<file path="config.mk">
export PLATFORM = sky130hd
export DESIGN_NAME = alu_iterative_flat
export DESIGN_NICKNAME = d
export VERILOG_FILES = /design/src/rtl/alu_iterative_pkg.sv /design/src/rtl/alu_iterative_if.sv /design/src/rtl/alu_iterative_shifter.sv /design/src/rtl/alu_iterative.sv /design/src/flat_wrapper.sv
export SDC_FILE = /design/constraint.sdc
export NUM_CORES = 1
export LEC_CHECK = 0
export ABC_AREA = 1
export CORE_MARGIN = 5
export CORE_UTILIZATION = 61
export DETAILED_ROUTE_END_ITERATION = 12
export PLACE_DENSITY_LB_ADDON = 0.1
export SYNTH_ARGS = -nofsm -noshare
export SYNTH_HDL_FRONTEND = slang
export SYNTH_HIERARCHICAL = 1
export SYNTH_SLANG_ARGS = --single-unit
</file>
<file path="constraint.sdc">
create_clock -name clk_i -period 2.73 [get_ports clk_i]
set_clock_uncertainty 0.1 [all_clocks]
set_input_delay 0.546 -clock clk_i [delete_from_list [all_inputs] [get_ports clk_i]]
set_output_delay 0.546 -clock clk_i [all_outputs]
set_load 0.05 [all_outputs]
</file>
<file path="src/rtl/alu_iterative_pkg.sv">
// Shared types for the iterative ALU:
// op codes and control state encoding.
package alu_iterative_pkg;

  typedef enum logic [3:0] {
    ALU_ADD  = 4'd0,
    ALU_SUB  = 4'd1,
    ALU_SLT  = 4'd2,
    ALU_SLTU = 4'd3,
    ALU_XOR  = 4'd4,
    ALU_OR   = 4'd5,
    ALU_AND  = 4'd6,
    ALU_SLL  = 4'd7,
    ALU_SRL  = 4'd8,
    ALU_SRA  = 4'd9,
    ALU_EQ   = 4'd10,
    ALU_NE   = 4'd11,
    ALU_LT   = 4'd12,
    ALU_GE   = 4'd13,
    ALU_LTU  = 4'd14,
    ALU_GEU  = 4'd15
  } alu_op_e;

  typedef enum logic [1:0] {
    ST_IDLE  = 2'd0,
    ST_SHIFT = 2'd1,
    ST_DONE  = 2'd2
  } alu_iter_state_e;

  function automatic logic is_shift(alu_op_e op);
    return (op == ALU_SLL) |
           (op == ALU_SRL) |
           (op == ALU_SRA);
  endfunction

endpackage

</file>
<file path="src/rtl/alu_iterative_if.sv">
// Issue/result handshake bundle of the
// iterative ALU (valid/ready in, valid/yumi out).
interface alu_iterative_if
  import alu_iterative_pkg::*;
#(
  parameter int width_p = 32
);
  logic               v_i;
  logic               ready_o;
  alu_op_e            op_i;
  logic [width_p-1:0] op1_i;
  logic [width_p-1:0] op2_i;
  logic               v_o;
  logic               yumi_i;
  logic [width_p-1:0] result_o;
  logic               busy_o;

  modport master (
    output v_i, op_i, op1_i, op2_i, yumi_i,
    input  ready_o, v_o, result_o, busy_o
  );

  modport slave (
    input  v_i, op_i, op1_i, op2_i, yumi_i,
    output ready_o, v_o, result_o, busy_o
  );
endinterface

</file>
<file path="src/rtl/alu_iterative_shifter.sv">
// Multi-cycle shifter: moves the stage by up
// to shift_step_p bits each cycle until done.
module alu_iterative_shifter
  import alu_iterative_pkg::*;
#(
  parameter int width_p      = 32,
  parameter int shift_step_p = 4,
  localparam int aw = $clog2(width_p)
) (
  input  logic               clk_i,
  input  logic               reset_n_i,
  input  logic               start_i,
  input  alu_op_e            op_i,
  input  logic [aw-1:0]      amt_i,
  input  logic [width_p-1:0] data_i,
  output logic               done_o,
  output logic [width_p-1:0] data_o
);

  localparam int cw = aw + 1;
  localparam logic [cw-1:0] step_max =
    cw'(shift_step_p);

  logic [width_p-1:0]   stage;
  logic [cw-1:0]        rem;
  logic                 sign;
  logic                 left;
  logic                 active;
  logic [cw-1:0]        step;
  logic [2*width_p-1:0] ext;

  // Next stage value for this cycle's step.
  always_comb begin
    step = (rem < step_max) ? rem : step_max;
    ext  = {{width_p{sign}}, stage} >> step;
    if (left) data_o = stage << step;
    else      data_o = ext[width_p-1:0];
    done_o = active & (rem == step);
  end

  // Stage, remaining count and fill latch.
  always_ff @(posedge clk_i or negedge reset_n_i) begin
    if (!reset_n_i) begin
      stage  <= '0;
      rem    <= '0;
      sign   <= 1'b0;
      left   <= 1'b0;
      active <= 1'b0;
    end else if (start_i) begin
      stage  <= data_i;
      rem    <= {1'b0, amt_i};
      sign   <= (op_i == ALU_SRA) &
                data_i[width_p-1];
      left   <= (op_i == ALU_SLL);
      active <= (amt_i != '0);
    end else if (active) begin
      stage <= data_o;
      rem   <= rem - step;
      if (rem == step) active <= 1'b0;
    end
  end

endmodule

</file>
<file path="src/rtl/alu_iterative.sv">
// Handshaked integer ALU: one-cycle ops plus
// iterative shifts, result held until yumi.
module alu_iterative
  import alu_iterative_pkg::*;
#(
  parameter int width_p      = 32,
  parameter int shift_step_p = 4
) (
  input  logic            clk_i,
  input  logic            reset_n_i,
  alu_iterative_if.slave  bus
);

  localparam int aw = $clog2(width_p);

  alu_iter_state_e    state;
  logic [width_p-1:0] result;
  logic [width_p-1:0] alu_res;
  logic [width_p-1:0] sh_data;
  logic [aw-1:0]      amt;
  logic               sh_done;
  logic               accept;
  logic               sh_start;
  logic [width_p-1:0] a;
  logic [width_p-1:0] b;
  logic               lts;
  logic               ltu;
  logic               eq;

  assign a   = bus.op1_i;
  assign b   = bus.op2_i;
  assign amt = b[aw-1:0];
  assign lts = $signed(a) < $signed(b);
  assign ltu = a < b;
  assign eq  = a == b;

  assign bus.ready_o =
    (state == ST_IDLE) |
    ((state == ST_DONE) & bus.yumi_i);
  assign accept   = bus.v_i & bus.ready_o;
  assign sh_start = accept &
                    is_shift(bus.op_i) &
                    (amt != '0);

  assign bus.v_o      = (state == ST_DONE);
  assign bus.busy_o   = (state == ST_SHIFT);
  assign bus.result_o = result;

  // Single-cycle result path.
  always_comb begin
    alu_res = a + b;
    case (bus.op_i)
      ALU_SUB:  alu_res = a - b;
      ALU_SLT:  alu_res = {{(width_p-1){1'b0}}, lts};
      ALU_SLTU: alu_res = {{(width_p-1){1'b0}}, ltu};
      ALU_XOR:  alu_res = a ^ b;
      ALU_OR:   alu_res = a | b;
      ALU_AND:  alu_res = a & b;
      ALU_SLL,
      ALU_SRL,
      ALU_SRA:  alu_res = a;
      ALU_EQ:   alu_res = {{(width_p-1){1'b0}}, eq};
      ALU_NE:   alu_res = {{(width_p-1){1'b0}}, !eq};
      ALU_LT:   alu_res = {{(width_p-1){1'b0}}, lts};
      ALU_GE:   alu_res = {{(width_p-1){1'b0}}, !lts};
      ALU_LTU:  alu_res = {{(width_p-1){1'b0}}, ltu};
      ALU_GEU:  alu_res = {{(width_p-1){1'b0}}, !ltu};
      default:  alu_res = a + b;
    endcase
  end

  alu_iterative_shifter #(
    .width_p      (width_p),
    .shift_step_p (shift_step_p)
  ) shifter (
    .clk_i     (clk_i),
    .reset_n_i (reset_n_i),
    .start_i   (sh_start),
    .op_i      (bus.op_i),
    .amt_i     (amt),
    .data_i    (a),
    .done_o    (sh_done),
    .data_o    (sh_data)
  );

  // Control FSM and output result register.
  always_ff @(posedge clk_i or negedge reset_n_i) begin
    if (!reset_n_i) begin
      state  <= ST_IDLE;
      result <= '0;
    end else begin
      case (state)
        ST_SHIFT: begin
          if (sh_done) begin
            result <= sh_data;
            state  <= ST_DONE;
          end
        end
        ST_IDLE,
        ST_DONE: begin
          if (accept) begin
            if (sh_start) begin
              state <= ST_SHIFT;
            end else begin
              result <= alu_res;
              state  <= ST_DONE;
            end
          end else if (state == ST_DONE &&
                       bus.yumi_i) begin
            state <= ST_IDLE;
          end
        end
        default: state <= ST_IDLE;
      endcase
    end
  end

`ifndef SYNTHESIS
  // Protocol checks for the issuing side.
  always @(posedge clk_i) begin
    if (reset_n_i) begin
      assert (!(bus.yumi_i && !bus.v_o))
        else $error("yumi_i without v_o");
      assert (!(bus.v_i &&
                $isunknown(bus.op_i)))
        else $error("illegal op_i");
    end
  end
`endif

endmodule

</file>
<file path="src/flat_wrapper.sv">
// flat-port wrapper written by rule: the top's interface ports become plain ports
module alu_iterative_flat import alu_iterative_pkg::*;
#(
  parameter int width_p      = 32,
  parameter int shift_step_p = 4
)
  (clk_i, reset_n_i, bus_v_i, bus_op_i, bus_op1_i, bus_op2_i, bus_yumi_i, bus_ready_o, bus_v_o, bus_result_o, bus_busy_o);
  alu_iterative_if #(.width_p(width_p)) bus_i ();
  input  logic clk_i;
  input  logic reset_n_i;
  input wire logic [$bits(bus_i.v_i)-1:0] bus_v_i;
  input wire logic [$bits(bus_i.op_i)-1:0] bus_op_i;
  input wire logic [$bits(bus_i.op1_i)-1:0] bus_op1_i;
  input wire logic [$bits(bus_i.op2_i)-1:0] bus_op2_i;
  input wire logic [$bits(bus_i.yumi_i)-1:0] bus_yumi_i;
  output wire logic [$bits(bus_i.ready_o)-1:0] bus_ready_o;
  output wire logic [$bits(bus_i.v_o)-1:0] bus_v_o;
  output wire logic [$bits(bus_i.result_o)-1:0] bus_result_o;
  output wire logic [$bits(bus_i.busy_o)-1:0] bus_busy_o;
  assign bus_i.v_i = bus_v_i;
  assign bus_i.op_i = bus_op_i;
  assign bus_i.op1_i = bus_op1_i;
  assign bus_i.op2_i = bus_op2_i;
  assign bus_i.yumi_i = bus_yumi_i;
  assign bus_ready_o = bus_i.ready_o;
  assign bus_v_o = bus_i.v_o;
  assign bus_result_o = bus_i.result_o;
  assign bus_busy_o = bus_i.busy_o;
  alu_iterative #(.width_p(width_p), .shift_step_p(shift_step_p)) u_core (.clk_i(clk_i), .reset_n_i(reset_n_i), .bus(bus_i));
endmodule
</file>
==> summary.md, run 1 <==
| Metric | Value |
|---|---|
| Starting Density | 0.620 |
| Placer Congestion | ~1.2 |
| Die Height | 151 µm |
| Distinct cells, synth | 55 |
| Row count | 51 |
| Cell area after synthesis | ~12000 µm² |
| IO Count | roughly 110 |
| Post-synthesis cell count | between 2000 and 2500 |
| Stop err | [ERROR GRT-0232] Routing congestion too high. Check the congestion heatmap in the GUI. |
| HPWL Detailed | roughly 40 mm |
| Top cell type's share of synthesized area | 0.198 |
| Largest net degree at the start of global routing | 62 |
| Worst setup endpoint GRT | u_core/bus.result_o[26]$_DFFE_PN0P_/D |
| Total CTS buffers | 9 |
| Status | did not finish |
| Total track usage | 0.665 |
| Worst-path end type | register data pin |
| Clock Sinks | between 70 and 80 |
| Number of synthesized flops with an enable pin | 0 |
| Post-synthesis sequential area ratio | 0.155 |
| Root Buffer Master | clkbuf_16 |
| Cell taking the most area after synthesis | nand2_1 |
| Die X-Extent | ~150 µm |
| Most common cell in the netlist | nand2_1 |
| Failed at | 5_1_grt |
| Top cells by area, synth | nand2_1 (20%), dfrtp_1 (16%), nand3_1 (12%), ha_1 (10%), inv_1 (6.9%) |
| Max Root-Sink Buffers | 2 |
| Yosys Warn Count | 6 |
| Synth cell count leaders | nand2_1 (637), nand3_1 (294), inv_1 (222) |
| Post-Syn Nets | 2255 |
| Number of register bits inferred by synthesis | 75 |
| Port Buffers | approximately 110 |
| Post-synthesis async set-or-reset flop share | 1.00 |
| Overflow after GRT | ~140 |
| Avg Cell Area, Syn | between 5 and 6 µm² |
| Main synth FF type | dfrtp_1 |
| H-tree Lvls | 3 |
repair_timing:
action,in CTS
pin swaps,15
endpoints found under the setup margin,22
gates resized for setup,71
hold buffers,0
buffers inserted,3
endpoints found under the hold margin,0
cell families after synthesis:
group           share of synthesized area
simple gates                        0.445
buf+inv                             0.123
compound gates                      0.170
fa+ha+maj                           0.104
flops                               0.155
xor+xnor                          0.00217
other cells                      0.000310
through the flow:
step	hold slack (ps)	worst slack [ps]	instance area [µm²]	std cells	setup TNS, ps
floorplan	150	101	12100	2084	0
global placement	366	-458	15700	2708	-9800
detailed placement	367	-553	15700	2708	-12330
CTS	98.1	-2.86	16300	2727	-2.86
routing by layer:
layer / global-route usage / GRT overflow
met3: 0.455 / 1
met1: 0.674 / 4
met4: 0.657 / 47
met5: 0.114 / 0
met2: 0.868 / 84
==> inputs of run 2 (changes only) <==
Settings changed: CORE_UTILIZATION 61 to 40, PLACE_DENSITY_LB_ADDON 0.1 to 0.15.
==> run 2 against run 1 <==
Against the previous run:
- the run now ends clean
- area after synthesis is the same
- synthesized cell count did not move
==> summary.md, run 2 <==
| Metric | Value |
|---|---|
| Status | complete, no violations |
| Kind of critical path | in -> reg |
| H-tree Lvls | 3 |
| HPWL Detailed | between 40 and 50 mm |
| Starting Density | 0.407 |
| Overflow after GRT | 0 |
| Post-synthesis cell count | around 2100 |
| Top cells by area, synth | nand2_1 (20%), dfrtp_1 (16%), nand3_1 (12%), ha_1 (10%), inv_1 (6.9%) |
| Vias in the first global route | ~16000 |
| Fin Setup TNS | 0 ps |
| Worst slew pin tran | between 600 and 700 ps |
| Worst Setup SP | bus_op2_i[18] |
| Max Cap Viol | 0 |
| Reg power frac | 0.169 |
| Max Root-Sink Buffers | 2 |
| Final Core Density | 0.613 |
| Worst flop-to-flop path startpoint | u_core/shifter/rem[4]$_DFFE_PN0P_ |
| Row count | 63 |
| Post-Place Setup Slack | -693 ps |
| Most common cell in the netlist | nand2_1 |
| Die area | around 34000 µm² |
| Switching share of power | 0.545 |
| Distinct cells, synth | 55 |
| Worst hold margin | between 70 and 80 ps |
| Initial antenna violation count | 1 |
| Clock Power Share | 0.106 |
| Crit Path Max Fanout | 6 |
| Routed WL per cell | 20.0 µm |
| Reg clk slew, reported paths | around 60 ps |
| Synth cell count leaders | nand2_1 (637), nand3_1 (294), inv_1 (222) |
| Final Non-Filler Cells | 2924 |
| Cell area after synthesis | roughly 12000 µm² |
| Cell taking the most area after synthesis | nand2_1 |
| Final Hold Vio Count | 0 |
| Global-route wire length before repair | 88.1 mm |
| Commonest non-fill, non-tap cell in the layout | nand2_1 |
| Avg Cell Area, Syn | a little under 6 µm² |
| Yosys Warn Count | 6 |
| CP endpoint kind | flop |
| Placer Congestion | 1.06 |
| Port Buffers | roughly 110 |
| Placeable Area | about 30000 µm² |
| Die Height | 184 µm |
| TritonRoute pass-1 iters | 7 |
| Later-pin clock latency in the skew report | approximately 340 ps |
| Leak pwr | roughly 9.4 nW |
| Final Cell Area | 18200 µm² |
| Top cell type's share of synthesized area | 0.198 |
| Share of cells above drive strength 1 | 0.311 |
| Routed WL | around 60 mm |
| Die X-Extent | 184 µm |
| Root Buffer Master | clkbuf_16 |
| Number of register bits inferred by synthesis | 75 |
| Layout fillers | about 2900 |
| # DRC | 0 |
| Hold Crit Class | in -> async |
| Worst setup SP type | input port |
| Final #Nets | 2701 |
| CTS tree | done |
| Final total power | approximately 12 mW |
| Slew Limit Fails | 0 |
| Area of the multi-input gates | approximately 10000 µm² |
| Main synth FF type | dfrtp_1 |
| RSZ-0062 raised after global routing | yes |
| Commonest cells after routing, fill and taps aside | nand2_1 (574), buf_4 (402), nand3_1 (277), inv_1 (184), nor2_1 (127) |
| Final setup viols | 0 |
| Maximum clock rate | roughly 370 MHz |
| Total track usage | 0.332 |
| Post-synthesis sequential area ratio | 0.155 |
| Gate power share | 0.725 |
| Total CTS buffers | 9 |
| Reg-to-Reg End | u_core/bus.result_o[27]$_DFFE_PN0P_ |
| Ant. Diodes | 0 |
| Vias | roughly 16000 |
| CP arrival | roughly 2800 ps |
| Power Density | just under 700 nW/µm² |
| FF/Latch Area | between 1500 and 2000 µm² |
| # hold bufs at CTS | 0 |
| Placed cell areas | between 15000 and 20000 µm² |
| Post-Syn Nets | 2255 |
| Clock Sinks | 75 |
| Largest net degree at the start of global routing | between 40 and 50 |
| R2R Setup Slk | roughly 240 ps |
| Final setup margin | about 34 ps |
| DR vias/cell | 5.60 |
| Placed Cells incl. Taps | 2883 |
| Internal power | 5.61 mW |
| Area Growth Syn to Fin | 50.6% |
| Crit path required time | 2860 ps |
| Slew HR | 0.574 |
| IO Count | around 110 |
| Fin crit period | roughly 2700 ps |
| Number of synthesized flops with an enable pin | 0 |
| Post-synthesis async set-or-reset flop share | 1.00 |
| Final Cycle Share | 0.988 |
| Maximum VDD drop | between 0.8 and 0.9 mV |
| Switching pwr | 6.73 mW |
| Antenna Nets Post-Route | 0 |
| Drt initial violations | approximately 1600 |
| Register-to-Register Path Depth | 14 |
[run 2: cell counts after synthesis]
No cell type changed its count.
[run 2: cell families after synthesis]
| group | Yosys count | share of synthesized area |
|---|---|---|
| AND/OR/NAND/NOR | 1239 | 0.445 |
| buffers and inverters | 336 | 0.123 |
| AO/OA/AOI/OAI | 331 | 0.170 |
| adder cells (fa/ha/maj) | 99 | 0.104 |
| flip-flops | 75 | 0.155 |
| XOR/XNOR | 3 | 0.00217 |
| other | 1 | 0.000310 |
[run 2: power by group through the flow]
stage | clock network [mW] | registers (mW) | logic, mW
2_1_floorplan | 0 | 2.64 | 4.65
3_3_place_gp | 0 | 2.09 | 8.32
3_5_place_dp | 0 | 2.08 | 8.35
4_1_cts | 1.32 | 2.08 | 8.53
5_1_grt | 1.37 | 2.14 | 9.72
6_report | 1.31 | 2.09 | 8.95
[run 2: worst max path at each step]
stage	endpoint	slack (ps)	cells after the start
after global routing	u_core/bus.result_o[29]$_DFFE_PN0P_	-70	18
after global placement	u_core/bus.result_o[22]$_DFFE_PN0P_	-720	14
after floorplan	u_core/shifter/stage[30]$_DFFE_PN0P_	100	12
after detailed placement	u_core/bus.result_o[22]$_DFFE_PN0P_	-690	14
final	u_core/bus.result_o[31]$_DFFE_PN0P_	30	17
after CTS	u_core/bus.result_o[14]$_DFFE_PN0P_	-3	15
[run 2: critical path, cell delays in order]
cell             delay (ps)
clkdlybuf4s50_1         490
inv_2                    60
ha_4                    270
nor2_1                  170
inv_1                    80
nor2_1                  130
nor2_2                   70
o21ai_0                 180
buf_4                   150
a21oi_2                  40
buf_4                   160
nand2_1                  60
nand2_1                  50
nand3_1                  70
nand4_1                 130
nand2_1                 120
nand2_1                  50
[run 2: layer usage]
layer  GRT usage  vias to the layer above  wire [µm]
met5           0                        -         13
met4       0.135                        2       2980
met3      0.0421                      153       4030
met2       0.545                      755      26900
met1       0.441                     7662      24700
li1            -                     7813          -
[run 2: area by class of cell]
| cell class | count | share of cell area |
|---|---|---|
| clock buffers | 10 | 0.0131 |
| clock inverters | 5 | 0.00426 |
| inverters | 238 | 0.0492 |
| multi-input cells | 1673 | 0.552 |
| flip-flops and latches | 75 | 0.103 |
| well taps | 390 | 0.0268 |
| repair buffers | 533 | 0.252 |
[run 2: what timing repair did]
| action | 4_1_cts | 5_1_grt |
|---|---|---|
| hold endpoints to repair | 0 | 0 |
| setup endpoints to repair | 27 | 27 |
| pin swaps | 21 | 85 |
| setup buffers | 5 | 22 |
| gates resized for setup | 126 | 275 |
(Power assumes the default switching activity.)
==> inputs of run 3 (changes only) <==
Settings changed: ABC_AREA 1 to unset.
==> run 3 against run 2 <==
Against the previous run:
- the run now ends with negative setup slack left
- critical path depth decreased by 4
- routed wire length increased by 0.38%
- total power grew 18%
- fmax is 13% lower
- area after synthesis is 3.4% lower
- synthesized cell count down 22%
- setup slack got worse by 400 ps
- clock power rose by 5%
- global-route usage rose by 0.89 points
- via count is 5.4% lower
- cell area decreased by 0.52%
- sequential cell count unchanged
- critical path type unchanged
- critical endpoint unchanged
==> summary.md, run 3 <==
| Metric | Value |
|---|---|
| Die X-Extent | approximately 180 µm |
| IO Count | around 110 |
| Crit Path Max Fanout | 4 |
| Final Hold Vio Count | 0 |
| Number of register bits inferred by synthesis | 75 |
| TritonRoute pass-1 iters | 6 |
| Fin Setup TNS | -3580 ps |
| Final Cell Area | approximately 18000 µm² |
| Ant. Diodes | 0 |
| Max Root-Sink Buffers | 2 |
| Vias | between 15000 and 20000 |
| Antenna Nets Post-Route | 0 |
| Final #Nets | roughly 2300 |
| Cell taking the most area after synthesis | dfrtp_1 |
| Post-Syn Nets | 1804 |
| Avg Cell Area, Syn | between 7 and 8 µm² |
| Largest family of logic cells by synthesized area | compound AO/OA/AOI/OAI gates |
| Top cell type's share of synthesized area | 0.161 |
| Placed cell areas | between 15000 and 20000 µm² |
| Later-pin clock latency in the skew report | roughly 360 ps |
| Placeable Area | between 20000 and 30000 µm² |
| Post-synthesis mux area share | 0.0445 |
| Post-synthesis sequential area ratio | 0.161 |
| Overflow after GRT | 0 |
| Post-Synth Simple-Gate Area | 0.204 |
| Port Buffers | between 100 and 150 |
| Post-synthesis cell count | 1633 |
| Cell area after synthesis | 11700 µm² |
| Final total power | 14.5 mW |
| Most common cell in the netlist | a21oi_1 |
| Crit path required time | between 2000 and 3000 ps |
| Row count | between 60 and 70 |
| Failing checks | negative setup slack |
| Leak pwr | slightly above 8 nW |
| Number of synthesized flops with an enable pin | 0 |
| Yosys Warn Count | 6 |
| Xor/xnor cell area share of the yosys netlist | 0.0180 |
| Vias in the first global route | around 15000 |
| Power Density | 802 nW/µm² |
| CP arrival | 3270 ps |
| Adder-cell share of the synthesized area | 0.108 |
| RSZ-0062 raised after global routing | yes |
| Worst setup SP type | input port |
| Hold Crit Class | in -> async |
| Total track usage | 0.341 |
| Status | finished with violations |
| Synth cell count leaders | a21oi_1 (176), nand2_1 (150), nor2_1 (122), o21ai_0 (122), inv_1 (117) |
| Synth Area in Compound Gates | 0.371 |
| Maximum clock rate | about 320 MHz |
| Kind of critical path | in -> reg |
| Drt initial violations | ~1700 |
| Top cells by area, synth | dfrtp_1 (16%), ha_1 (10%), a21oi_1 (7.5%), o21ai_0 (5.2%), nand2_1 (4.8%) |
| Total CTS buffers | 9 |
| Slew Limit Fails | 0 |
| DR vias/cell | 6.20 |
| Root Buffer Master | clkbuf_16 |
| Largest net degree at the start of global routing | 39 |
| Max Cap Viol | 0 |
| Final Cycle Share | 1.13 |
| Post-synthesis async set-or-reset flop share | 1.00 |
| Routed WL per cell | around 24 µm |
| Clock Sinks | 75 |
| Fin crit period | between 3000 and 4000 ps |
| Main synth FF type | dfrtp_1 |
| Die area | about 33000 µm² |
| Starting Density | 0.406 |
| H-tree Lvls | 3 |
| Reg clk slew, reported paths | 70 ps |
| Commonest non-fill, non-tap cell in the layout | buf_4 |
| Share of cells above drive strength 1 | 0.385 |
| Die Height | 181 µm |
| Maximum VDD drop | 0.451 mV |
| Final setup viols | 20 |
| Routed WL | between 50 and 60 mm |
| HPWL Detailed | about 45 mm |
| Initial antenna violation count | 0 |
| Worst hold margin | between 60 and 70 ps |
| Distinct cells, synth | between 100 and 150 |
| # DRC | 0 |
| Slew HR | 0.446 |
| Commonest cells after routing, fill and taps aside | buf_4 (470), a21oi_1 (150), nand2_1 (146), nor2_1 (116), o21ai_0 (92) |
| Final setup margin | -362 ps |
| Global-route wire length before repair | 89.1 mm |
| Placer Congestion | between 0.9 and 1 |
| Area Growth Syn to Fin | 55.0% |
| CP endpoint kind | flop |
| CTS tree | done |
| Worst slew pin tran | about 830 ps |
[run 3: timing repair]
action,4_1_cts,5_1_grt
hold buffers,0,0
endpoints found under the setup margin,30,32
gates resized for setup,362,78
setup buffers,41,10
endpoints found under the hold margin,0,0
pin swaps,88,65
[run 3: cell type report]
cell class / instances / area, µm²
clock buffer: 12 / 256
clock inverter: 4 / 72.6
fill: 2638 / 10700
inverter: 117 / 475
multi-input combinational: 1303 / 9910
sequential: 75 / 1880
tap: 384 / 480
timing repair buffer: 607 / 5050
[run 3: cell families after synthesis]
logic type	after synthesis
mux	49
simple gates	489
flops	75
fa+ha+maj	100
compound gates	640
xor+xnor	24
other cells	1
buf+inv	255
[run 3: path summary, 6_finish.rpt]
check / from / endpoint / slack (ps) / depth (start not counted)
worst max-delay path: bus_op2_i[1] / u_core/bus.result_o[31]$_DFFE_PN0P_ / -360 / 13
max in group asynchronous: reset_n_i / u_core/shifter/stage[26]$_DFFE_PN0P_ / 1840 / 2
worst min register to register: u_core/bus.result_o[8]$_DFFE_PN0P_ / u_core/bus.result_o[8]$_DFFE_PN0P_ / 390 / 2
worst max register to register: u_core/shifter/rem[2]$_DFFE_PN0P_ / u_core/bus.result_o[24]$_DFFE_PN0P_ / -100 / 9
min in group clk_i: u_core/bus.result_o[8]$_DFFE_PN0P_ / u_core/bus.result_o[8]$_DFFE_PN0P_ / 390 / 2
worst min-delay path: reset_n_i / u_core/bus.result_o[8]$_DFFE_PN0P_ / 60 / 1
[run 3: layer usage]
layer  GRT usage  part of all wire  routed length (µm)
met3      0.0515             0.085                4980
met4       0.117             0.037                2170
met5           0                 0                   0
met2       0.541              0.45               26400
met1       0.473              0.43               25300
[run 3: worst max-delay path: stages]
cell and delay [ps]:
buf_8 80, clkinvlp_4 130, ha_4 300, a21o_1 140, nand4_1 160, a21bo_2 290, a311oi_4 270, and3b_1 240
or4b_4 560, a21oi_2 150, xor2_1 160, nand2_1 80, a31oi_1 170
[run 3: through the flow]
step | cells | util | worst slack (ps)
6_report | 2502 | 0.630 | -362
5_1_grt | 2502 | 0.630 | -435
4_1_cts | 2497 | 0.617 | -293
3_5_place_dp | 2446 | 0.575 | -1380
3_3_place_gp | 2446 | 0.575 | -1300
2_1_floorplan | 1633 | - | -345
[run 3: where the power goes]
| group | leakage, nW | total (mW) | switching, mW | internal [mW] |
|---|---|---|---|---|
| sequential | 0.918 | 2.37 | 0.773 | 1.60 |
| combinational | 7.19 | 10.8 | 6.23 | 4.55 |
| clock | 0.159 | 1.38 | 0.530 | 0.850 |
| total | 8.26 | 14.5 | 7.53 | 7.00 |
==> inputs of run 4 (changes only) <==
Settings changed: CAP_MARGIN set to 20, CORE_UTILIZATION 40 to 30.
==> run 4 against run 3 <==
Against the previous run:
- the run still ends with negative setup slack left
- first-iteration DRC count decreased by 19%
- sequential power about the same
- total power increased by 1.6%
- hold slack improved by 14 ps
- critical path type unchanged
- largest cell class unchanged
==> summary.md, run 4 (synthesis gave the netlist of run 3 again) <==
| Metric | Value |
|---|---|
| Final total power | between 10 and 15 mW |
| Internal power | around 7.1 mW |
| Worst setup SP type | input port |
| Max Cap Viol | 0 |
| Antenna Nets Post-Route | 0 |
| Fin crit period | a little over 3000 ps |
| Clock Power Share | 0.090 |
| Switching share of power | 0.516 |
| Routed WL per cell | roughly 22 µm |
| Final Hold Vio Count | 0 |
| Hold Crit Class | in -> async |
| Drt initial violations | ~1400 |
| Root Buffer Master | clkbuf_16 |
| Slowest stage delay, CP | 390 ps |
| Overflow after GRT | 0 |
| Final Cycle Share | 1.11 |
| CP endpoint kind | flop |
| Placed Cells incl. Taps | between 2000 and 3000 |
| Crit path max-delay cell type | fa_2 |
| Commonest cells after routing, fill and taps aside | buf_4 (522), nand2_1 (146), a21oi_1 (129), nor2_1 (113), o21ai_0 (83) |
| Final Non-Filler Cells | 2714 |
| Slew HR | 0.511 |
| Leak pwr | roughly 8.6 nW |
| CP arrival | ~3200 ps |
| IO Count | around 110 |
| Placeable Area | about 39000 µm² |
| Die Height | about 210 µm |
| Initial antenna violation count | 1 |
| Global-route wire length before repair | about 90 mm |
| TritonRoute pass-1 iters | 5 |
| Total track usage | 0.264 |
| Die area | 43000 µm² |
| Gate power share | 0.747 |
| DR vias/cell | between 5 and 6 |
| Reg power frac | 0.162 |
| Slew Limit Fails | 0 |
| Later-pin clock latency in the skew report | ~340 ps |
| HPWL Detailed | 47.3 mm |
| Crit Path Max Fanout | 3 |
| Status | finished with violations |
| Starting Density | 0.303 |
| R2R Setup Slk | -120 ps |
| Critical-path cell list | buf_8, clkinvlp_4, buf_6, fa_2, nor2b_4, o21ai_2, a211oi_2, o211ai_1, buf_4, a21oi_4, o21ai_4, buf_12, o31ai_4, nor2_1, nand3b_1, a211oi_1 |
| Share of cells above drive strength 1 | 0.424 |
| CP top delay family | compound AO/OA/AOI/OAI gates |
| Max Root-Sink Buffers | 2 |
| Commonest non-fill, non-tap cell in the layout | buf_4 |
| Placer Congestion | around 0.95 |
| Worst slew pin tran | about 730 ps |
| RSZ-0062 raised after global routing | yes |
| Total CTS buffers | 9 |
| Vias | 15300 |
| CTS tree | done |
| Routed WL | approximately 60 mm |
| Worst flop-to-flop path startpoint | u_core/shifter/rem[0]$_DFFE_PN0P_ |
| Worst hold margin | ~76 ps |
| Placed cell areas | between 15000 and 20000 µm² |
| Post-Place Setup Slack | -1570 ps |
| Largest net degree at the start of global routing | 41 |
| Maximum clock rate | approximately 330 MHz |
| Row count | 72 |
| Final setup viols | 23 |
| Die X-Extent | roughly 210 µm |
| Area Growth Syn to Fin | 64.8% |
| # hold bufs at CTS | 0 |
| Failing checks | negative setup slack |
| Power Density | roughly 770 nW/µm² |
| Switching pwr | about 7.6 mW |
| # DRC | 0 |
| Port Buffers | approximately 110 |
| Crit path required time | 2880 ps |
| Kind of critical path | in -> reg |
| Final #Nets | 2362 |
| Vias in the first global route | 15100 |
| Register-to-Register Path Depth | 9 |
| Clock Sinks | 75 |
| Worst Path Buf+Inv | 5 |
| Reg clk slew, reported paths | ~70 ps |
| Final Cell Area | approximately 19000 µm² |
| Final setup margin | -304 ps |
| Ant. Diodes | 0 |
| Maximum VDD drop | 0.390 mV |
| Reg-to-Reg End | u_core/bus.result_o[22]$_DFFE_PN0P_ |
| H-tree Lvls | 3 |
[run 4: cell count changes in the layout (fill, tap and decap cells not counted), moves of 9 or more]
cell and change:
buf_4 +52, buf_2 -11, a21oi_1 -21, o21ai_0 -9, a21oi_2 +16, buf_6 +28
[run 4: how the worst max path moves through the flow]
stage | cells past startpoint | endpoint | slack [ps] | from
global route | 15 | u_core/bus.result_o[29]$_DFFE_PN0P_ | -460 | bus_op1_i[24]
global placement | 13 | u_core/bus.result_o[29]$_DFFE_PN0P_ | -1490 | bus_op1_i[9]
floorplan | 12 | u_core/bus.result_o[19]$_DFFE_PN0P_ | -350 | bus_op2_i[1]
finish | 16 | u_core/bus.result_o[30]$_DFFE_PN0P_ | -300 | bus_op2_i[1]
detailed placement | 13 | u_core/bus.result_o[29]$_DFFE_PN0P_ | -1570 | bus_op2_i[6]
CTS | 13 | u_core/bus.result_o[29]$_DFFE_PN0P_ | -320 | bus_op2_i[8]
[run 4: final cells by class]
class                   instances  area [µm²]
fillers                      3802       19400
well taps                     518         648
flip-flops and latches         75        1880
clock inverters                 6        90.1
multi-input cells            1303       10200
inverters                     117         483
repair buffers                685        5760
clock buffers                  10         229
[run 4: layer usage]
metal	vias up	wire [µm]	GRT usage
li1	7164	-	-
met1	7459	26900	0.373
met2	590	28100	0.436
met5	-	13	0
met3	87	3780	0.0258
met4	2	1550	0.0666
[run 4: per-stage QoR]
step                      setup TNS, ps  utilization
after floorplan                   -2330            -
after global placement           -39890        0.443
after detailed placement         -39590        0.443
after CTS                         -3400        0.483
after global routing              -6580        0.498
final                             -3600        0.498
[run 4: timing repair]
item,in CTS,in global routing
hold endpoints to repair,0,0
endpoints found under the setup margin,30,40
buffers inserted,63,18
pin swaps,122,97
gates resized for setup,391,134
[run 4: worst register-to-register path, stage by stage, from the launching register on]
cell	delay (ps)
dfrtp_1	390
or2_2	330
a2111oi_2	400
buf_4	180
and2_1	160
nand2_1	150
and2_1	270
buf_4	180
a2111oi_1	450
a21oi_2	120
[run 4: power by group through the flow]
| stage | clock network, mW | registers [mW] | logic [mW] |
|---|---|---|---|
| floorplan | 0 | 2.69 | 5.23 |
| CTS | 1.35 | 2.35 | 10.6 |
| detailed placement | 0 | 2.36 | 10.2 |
| global route | 1.38 | 2.43 | 11.7 |
| global placement | 0 | 2.37 | 10.2 |
| finish | 1.33 | 2.40 | 11.0 |
